--- config.mk ---
export PLATFORM = sky130hd
export DESIGN_NAME = booth_multiplier_seq_flat
export DESIGN_NICKNAME = d
export VERILOG_FILES = /design/src/rtl/booth_multiplier_seq_if.sv /design/src/rtl/booth_multiplier_seq.sv /design/src/flat_wrapper.sv
export SDC_FILE = /design/constraint.sdc
export NUM_CORES = 1
export LEC_CHECK = 0
export CORE_MARGIN = 5
export CORE_UTILIZATION = 25
export DETAILED_ROUTE_END_ITERATION = 8
export PLACE_DENSITY = 0.45
export SETUP_SLACK_MARGIN = 0.15
export SYNTH_ARGS = -nofsm -noshare
export SYNTH_HDL_FRONTEND = slang
export SYNTH_SLANG_ARGS = --single-unit
--- constraint.sdc ---
create_clock -name clk -period 10.7 [get_ports clk]
set_clock_uncertainty 0.2 [all_clocks]
set_input_delay 2.675 -clock clk [delete_from_list [all_inputs] [get_ports clk]]
set_output_delay 2.675 -clock clk [all_outputs]
set_load 0.02 [all_outputs]
--- src/rtl/booth_multiplier_seq_if.sv ---
// Start/done handshake bundle for booth_multiplier_seq.
// The abort signal exists only when MUL_ABORT_EN is defined.
interface booth_multiplier_seq_if #(
  parameter int WIDTH = 32
);
  logic                   start;
  logic [WIDTH-1:0]       multiplicand;
  logic [WIDTH-1:0]       multiplier;
  logic                   ready;
  logic                   busy;
  logic                   done;
  logic [2*WIDTH-1:0]     product;
`ifdef MUL_ABORT_EN
  logic                   abort;
`endif

  modport master (
`ifdef MUL_ABORT_EN
    output abort,
`endif
    output start, multiplicand, multiplier,
    input  ready, busy, done, product
  );

  modport slave (
`ifdef MUL_ABORT_EN
    input  abort,
`endif
    input  start, multiplicand, multiplier,
    output ready, busy, done, product
  );
endinterface

--- src/rtl/booth_multiplier_seq.sv ---
// Sequential radix-2 Booth signed multiplier, WIDTH+1 cycles from accepted start to done.
// Optional MUL_ABORT_EN adds an abort input that cancels a running multiply.
module booth_multiplier_seq #(
  parameter int WIDTH = 32
) (
  input logic                   clk,
  input logic                   rst_n,
  booth_multiplier_seq_if.slave bus
);
  localparam int CW = $clog2(WIDTH + 1);

  typedef enum logic [1:0] {
    ST_IDLE = 2'd0,
    ST_RUN  = 2'd1,
    ST_DONE = 2'd2
  } state_t;

  state_t               state_r;
  state_t               state_s;
  logic [WIDTH:0]       a_r;
  logic [WIDTH-1:0]     qreg_r;
  logic                 q1_r;
  logic [WIDTH:0]       mx_r;
  logic [WIDTH:0]       negm_r;
  logic [CW-1:0]        count_r;
  logic [2*WIDTH-1:0]   product_r;
  logic                 ready_r;
  logic                 busy_r;
  logic                 done_r;
  logic [WIDTH:0]       sum_s;
  logic [WIDTH:0]       a_step_s;
  logic [WIDTH-1:0]     q_step_s;
  logic                 abort_s;
  logic [WIDTH:0]       mx_load_s;

`ifdef MUL_ABORT_EN
  assign abort_s = bus.abort;
`else
  assign abort_s = 1'b0;
`endif

  // Guard bit keeps the most negative multiplicand exact when negated.
  assign mx_load_s = {bus.multiplicand[WIDTH-1], bus.multiplicand};

  // Booth add/subtract followed by arithmetic right shift of {A,Q,q_1}.
  always_comb begin
    sum_s = a_r;
    case ({qreg_r[0], q1_r})
      2'b01:   sum_s = a_r + mx_r;
      2'b10:   sum_s = a_r + negm_r;
      default: sum_s = a_r;
    endcase
    a_step_s = {sum_s[WIDTH], sum_s[WIDTH:1]};
    q_step_s = {sum_s[0], qreg_r[WIDTH-1:1]};
  end

  // Next-state decode.
  always_comb begin
    state_s = state_r;
    case (state_r)
      ST_IDLE: begin
        if (bus.start) begin
          state_s = ST_RUN;
        end else begin
          state_s = ST_IDLE;
        end
      end
      ST_RUN: begin
        if (abort_s) begin
          state_s = ST_IDLE;
        end else if (count_r == CW'(1)) begin
          state_s = ST_DONE;
        end else begin
          state_s = ST_RUN;
        end
      end
      ST_DONE: state_s = ST_IDLE;
      default: state_s = ST_IDLE;
    endcase
  end

  // State register and handshake flags, registered from the next state.
  always_ff @(posedge clk or negedge rst_n) begin
    if (!rst_n) begin
      state_r <= ST_IDLE;
      ready_r <= 1'b1;
      busy_r  <= 1'b0;
      done_r  <= 1'b0;
    end else begin
      state_r <= state_s;
      ready_r <= (state_s == ST_IDLE);
      busy_r  <= (state_s == ST_RUN);
      done_r  <= (state_r == ST_DONE);
    end
  end

  // Datapath: operand load, Booth iteration and product capture.
  always_ff @(posedge clk or negedge rst_n) begin
    if (!rst_n) begin
      a_r       <= {(WIDTH+1){1'b0}};
      qreg_r    <= {WIDTH{1'b0}};
      q1_r      <= 1'b0;
      mx_r      <= {(WIDTH+1){1'b0}};
      negm_r    <= {(WIDTH+1){1'b0}};
      count_r   <= {CW{1'b0}};
      product_r <= {(2*WIDTH){1'b0}};
    end else begin
      case (state_r)
        ST_IDLE: begin
          if (bus.start) begin
            a_r     <= {(WIDTH+1){1'b0}};
            qreg_r  <= bus.multiplier;
            q1_r    <= 1'b0;
            mx_r    <= mx_load_s;
            negm_r  <= ~mx_load_s + {{WIDTH{1'b0}}, 1'b1};
            count_r <= CW'(WIDTH);
          end else begin
            count_r <= count_r;
          end
        end
        ST_RUN: begin
          if (!abort_s) begin
            a_r     <= a_step_s;
            qreg_r  <= q_step_s;
            q1_r    <= qreg_r[0];
            count_r <= count_r - CW'(1);
          end else begin
            count_r <= {CW{1'b0}};
          end
        end
        ST_DONE: product_r <= {a_r[WIDTH-1:0], qreg_r};
        default: count_r <= {CW{1'b0}};
      endcase
    end
  end

  assign bus.ready   = ready_r;
  assign bus.busy    = busy_r;
  assign bus.done    = done_r;
  assign bus.product = product_r;
endmodule

--- src/flat_wrapper.sv ---
// flat-port wrapper written by rule: the top's interface ports become plain ports
module booth_multiplier_seq_flat 
#(
  parameter int WIDTH = 32
)
  (clk, rst_n, bus_start, bus_multiplicand, bus_multiplier, bus_ready, bus_busy, bus_done, bus_product);
  booth_multiplier_seq_if #(.WIDTH(WIDTH)) bus_i ();
  input logic clk;
  input logic rst_n;
  input wire logic [$bits(bus_i.start)-1:0] bus_start;
  input wire logic [$bits(bus_i.multiplicand)-1:0] bus_multiplicand;
  input wire logic [$bits(bus_i.multiplier)-1:0] bus_multiplier;
  output wire logic [$bits(bus_i.ready)-1:0] bus_ready;
  output wire logic [$bits(bus_i.busy)-1:0] bus_busy;
  output wire logic [$bits(bus_i.done)-1:0] bus_done;
  output wire logic [$bits(bus_i.product)-1:0] bus_product;
  assign bus_i.start = bus_start;
  assign bus_i.multiplicand = bus_multiplicand;
  assign bus_i.multiplier = bus_multiplier;
  assign bus_ready = bus_i.ready;
  assign bus_busy = bus_i.busy;
  assign bus_done = bus_i.done;
  assign bus_product = bus_i.product;
  booth_multiplier_seq #(.WIDTH(WIDTH)) u_core (.clk(clk), .rst_n(rst_n), .bus(bus_i));
endmodule
==> summary.txt <==
STA
---------------------------------------------------------------------------------
Highest attainable clock frequency                                      0.193 GHz
Final period demand of the worst path                                     5.19 ns
Post-Route Setup TNS                                                         0 ns
Final hold violations                                                           0
RSZ-0062 raised after global routing                                        false
Hold WS                                                                  0.273 ns
Number of failing setup endpoints in the final timing report                    0
PnR worst setup slack                                                     5.51 ns
Worst slew slack as a fraction of its limit                                 29.9%
Worst slew pin tran                                                       1.05 ns
Final count of pins violating max slew                                          0
Final critical-path share of the clock period                               48.5%

DRT
---------------------------------------------------------------------------------
Number of iterations in the first detailed-routing pass                         4
Ratio of routed vias to standard cells                                       4.66
Total Routed Length                                                      29300 um
DRT antenna net count                                                           0
Count of unresolved DRC violations after routing                                0
Via count                                                                    7866
DR iter-0 viols                                                               392
DR WL/cell                                                                17.3 um

FINAL LAYOUT
---------------------------------------------------------------------------------
Relative area change from synthesis to final layout                         26.0%
Total Nets Final                                                             1235
Share of the core filled with cells in the final layout                     32.0%
Area taken by flip-flops and latches                                    5110 um^2
Diode insertion count for antenna repair                                        0
Area occupied by multi-input gates                                      5360 um^2
Fraction of final layout cells with drive strength greater than 1           17.1%
Fillers                                                                      4327

CTS
---------------------------------------------------------------------------------
Count of hold-fix buffers inserted at cts                                       0
Clock Path Buffers                                                              3
Clk root buf                                                         sky130_fd_sc_hd__clkbuf_16
TritonCTS clock tree                                                         done
Worst-Skew Late Latency                                                   0.54 ns
H-tree levels                                                                   1
Inserted Clock Buffers                                                         26
Post-cts resize count                                                           0
Clock sink count                                                              204
Setup Fix Bufs, Post-CTS                                                        0
Clock slew seen by the registers of the worst setup and hold paths        0.06 ns

PLACED DESIGN
---------------------------------------------------------------------------------
Buffers added on ports                                                        133
Final HPWL from detailed placement                                       20400 um
Post-placement worst setup slack                                          4.95 ns
GPL Wtd Cong                                                                0.833

PWR
---------------------------------------------------------------------------------
Clock power share                                                           19.8%
Combinational Power Share                                                   51.0%
Worst supply voltage drop on vdd                                         0.144 mV
Leak                                                                   0.00606 uW
Internal cell power                                                       2670 uW
Sequential share of power                                                   29.2%
Switching share of total power                                              42.0%
Cell area power density                                               341 nW/um^2
Switching power total                                                     1940 uW

GLOBAL ROUTE
---------------------------------------------------------------------------------
Total congestion overflow after global routing                                  0
Via count of the first global-routing pass                                   8074
Antenna violations before repair                                                1
Overall global routing resource usage                                       12.1%
Global-route wire length before repair                                   46700 um
Pin count of the biggest net entering global routing                          101

FLOORPLANNING
---------------------------------------------------------------------------------
Die height                                                                 217 um
Die area                                                               47100 um^2
Total I/O pin count                                                           134
Initial Util                                                                25.4%
Number of rows created at floorplan                                            75
Horiz. Die Dim                                                             217 um
Placeable core area                                                    42100 um^2

WORST SETUP PATH
---------------------------------------------------------------------------------
CP bufs+invs                                                                    2
Crit path max fanout                                                           69
Critical Path AT                                                          5.45 ns
Ordered cell list for the critical path                              clkdlybuf4s50_1 -> o21ai_4 -> buf_4 -> nor2_1 -> and2_1 -> o41ai_1 -> nand4_1 -> a21oi_1
Max stage delay on crit path                                              0.84 ns
Required time of the worst setup path                                    10.96 ns
Critical Path End Type                                                   register
Critical Path Start Type                                               input port
Category of the critical setup timing path                              in -> reg
Worst path slowest cell                                              sky130_fd_sc_hd__o21ai_4
CP top delay family                                                  buffers and inverters

FLOW RUN
---------------------------------------------------------------------------------
Maximum Capacitance Violations                                                  0

YOSYS
---------------------------------------------------------------------------------
Avg Inst Size Synth                                                     10.6 um^2
Post-synthesis cell type count                                                 61
Area contributors post-synth                                         sky130_fd_sc_hd__dfrtp_1 (47%), sky130_fd_sc_hd__mux2_2 (13%), sky130_fd_sc_hd__o21ai_0 (5.7%), sky130_fd_sc_hd__ha_1 (4.3%), sky130_fd_sc_hd__nand2_1 (4.1%)
Area fraction in and, or, nand and nor cells after synthesis                10.6%
Multiplexer share of the synthesized area                                   16.6%
Post-Synth Adder-Cell Area                                                  4.51%
Fraction of synthesized cell area in xor and xnor cells                     4.82%
Share of flip-flops with an asynchronous set or reset                        100%
Total of warnings raised by yosys                                               0
Share of synthesized area occupied by flip-flops and latches                47.7%
Post-synth top area share                                                   47.4%
Post-synth EDFFs                                                                0
Netlist area before placement                                          10700 um^2
Fraction of the mapped netlist area in compound gates                       13.2%
Dominant combinational cell family by area after synthesis           multiplexers
Seq cells post-synth                                                          204
Synthesized Nets                                                             1118
Library cell occupying the most area in the post-synthesis netlist   sky130_fd_sc_hd__dfrtp_1
Post-synth top flop                                                  sky130_fd_sc_hd__dfrtp_1
Gate count of the mapped netlist                                             1013

MIN PATH
---------------------------------------------------------------------------------
Type of the tightest min-delay check                                   reg -> reg

STATUS
---------------------------------------------------------------------------------
Run status                                                           complete, no violations

-- metal layers --
layer	GRT usage, %	wire length (um)	vias up
met4	2.30	520	0
li1	-	-	3878
met5	0	0	-
met1	18.2	15100	3809
met2	18.2	12300	149
met3	2.56	1290	30
-- state kept, by name, summed over array words and instances (netlist names) --
register	flops
u_core.bus.busy	1
u_core.negm_r	33
u_core.bus.product	64
u_core.qreg_r	32
u_core.mx_r	31
u_core.bus.done	1
u_core.bus.ready	1
u_core.q1_r	1
u_core.state_r	2
u_core.count_r	6
u_core.a_r	32
-- cell type report --
class	instances	area share, %
clock buffers	36	5.63
flip-flops and latches	204	37.8
inverters	22	0.612
multi-input cells	736	39.7
clock inverters	10	0.945
repair buffers	140	10.3
well taps	539	5.00
-- Yosys cell counts (2+ instances only) --
library cell,n
sky130_fd_sc_hd__a211oi_1,2
sky130_fd_sc_hd__nand4_1,8
sky130_fd_sc_hd__nor2_1,40
sky130_fd_sc_hd__nand2b_1,2
sky130_fd_sc_hd__dfrtp_1,203
sky130_fd_sc_hd__nor4_1,6
sky130_fd_sc_hd__a41oi_1,2
sky130_fd_sc_hd__nor3_1,20
sky130_fd_sc_hd__and3_1,7
sky130_fd_sc_hd__inv_1,21
sky130_fd_sc_hd__a22oi_1,20
sky130_fd_sc_hd__o32a_1,2
sky130_fd_sc_hd__ha_1,37
sky130_fd_sc_hd__a221oi_1,2
sky130_fd_sc_hd__nand4b_1,2
sky130_fd_sc_hd__clkbuf_1,43
sky130_fd_sc_hd__o41ai_1,2
sky130_fd_sc_hd__and2_1,3
sky130_fd_sc_hd__or3_4,2
sky130_fd_sc_hd__nand3_1,13
sky130_fd_sc_hd__a22o_1,3
sky130_fd_sc_hd__a21boi_0,2
sky130_fd_sc_hd__xor2_1,38
sky130_fd_sc_hd__nand3b_1,2
sky130_fd_sc_hd__o21ai_0,123
sky130_fd_sc_hd__mux2_2,126
sky130_fd_sc_hd__a31oi_1,8
sky130_fd_sc_hd__xnor2_1,21
sky130_fd_sc_hd__o211ai_1,4
sky130_fd_sc_hd__a21oi_1,45
sky130_fd_sc_hd__o21ai_1,6
sky130_fd_sc_hd__buf_2,7
sky130_fd_sc_hd__a21o_1,5
sky130_fd_sc_hd__mux2i_1,36
sky130_fd_sc_hd__or4_4,3
sky130_fd_sc_hd__a222oi_1,2
sky130_fd_sc_hd__nand2_1,116
sky130_fd_sc_hd__o21bai_1,6
-- cell families after synthesis --
logic type	Yosys count
muxes	162
buffers and inverters	73
adders and majority gates	38
and+or+nand+nor	235
xor gates and xnor gates	59
AOI/OAI and AO/OA	242
DFF	204
-- layout by cell type, fill, tap and decap left out, types with 36 or more instances in the layout --
master	n
sky130_fd_sc_hd__nand2_1	115
sky130_fd_sc_hd__nor2_1	39
sky130_fd_sc_hd__clkdlybuf4s50_1	132
sky130_fd_sc_hd__a21oi_1	45
sky130_fd_sc_hd__o21ai_0	123
sky130_fd_sc_hd__xor2_1	38
sky130_fd_sc_hd__dfrtp_1	203
sky130_fd_sc_hd__mux2_2	126
sky130_fd_sc_hd__mux2i_1	36
sky130_fd_sc_hd__ha_1	37
-- power groups by stage --
stage | clock network [uW] | logic [uW] | registers [uW]
floorplan | 0 | 1650 | 1350
global placement | 0 | 2340 | 1350
detailed placement | 0 | 2350 | 1360
CTS | 950 | 2370 | 1350
global route | 978 | 2630 | 1390
finish | 913 | 2350 | 1340
-- through the flow --
| stage | power, uW | std cells | area [um^2] |
|---|---|---|---|
| after global placement | 3700 | 1641 | 12600 |
| after floorplan | 2990 | 1013 | 10700 |
| after detailed placement | 3710 | 1641 | 12600 |
| after CTS | 4660 | 1687 | 13500 |
| after global routing | 5000 | 1687 | 13500 |
| final | 4600 | 1687 | 13500 |
-- worst min-delay path, cell delays in order (launching register included) --
cell	delay (ns)
sky130_fd_sc_hd__dfrtp_1	0.33
sky130_fd_sc_hd__nand2_1	0.05
sky130_fd_sc_hd__o21ai_0	0.06
-- path summary, 6_finish.rpt --
check                                      start  depth (start not counted)  slack, ns                     end
worst max register to register  u_core.qreg_r[0]                         10       6.52          u_core.a_r[31]
max in group asynchronous                  rst_n                          2       7.00       u_core.negm_r[22]
min in group asynchronous                  rst_n                          1       1.91  u_core.bus.product[24]
worst max-delay path                   bus_start                          8       5.51          u_core.a_r[28]
worst min register to register    u_core.mx_r[1]                          2       0.27          u_core.mx_r[1]
worst min-delay path              u_core.mx_r[1]                          2       0.27          u_core.mx_r[1]
No activity file was read; power rests on OpenSTA's default activity.
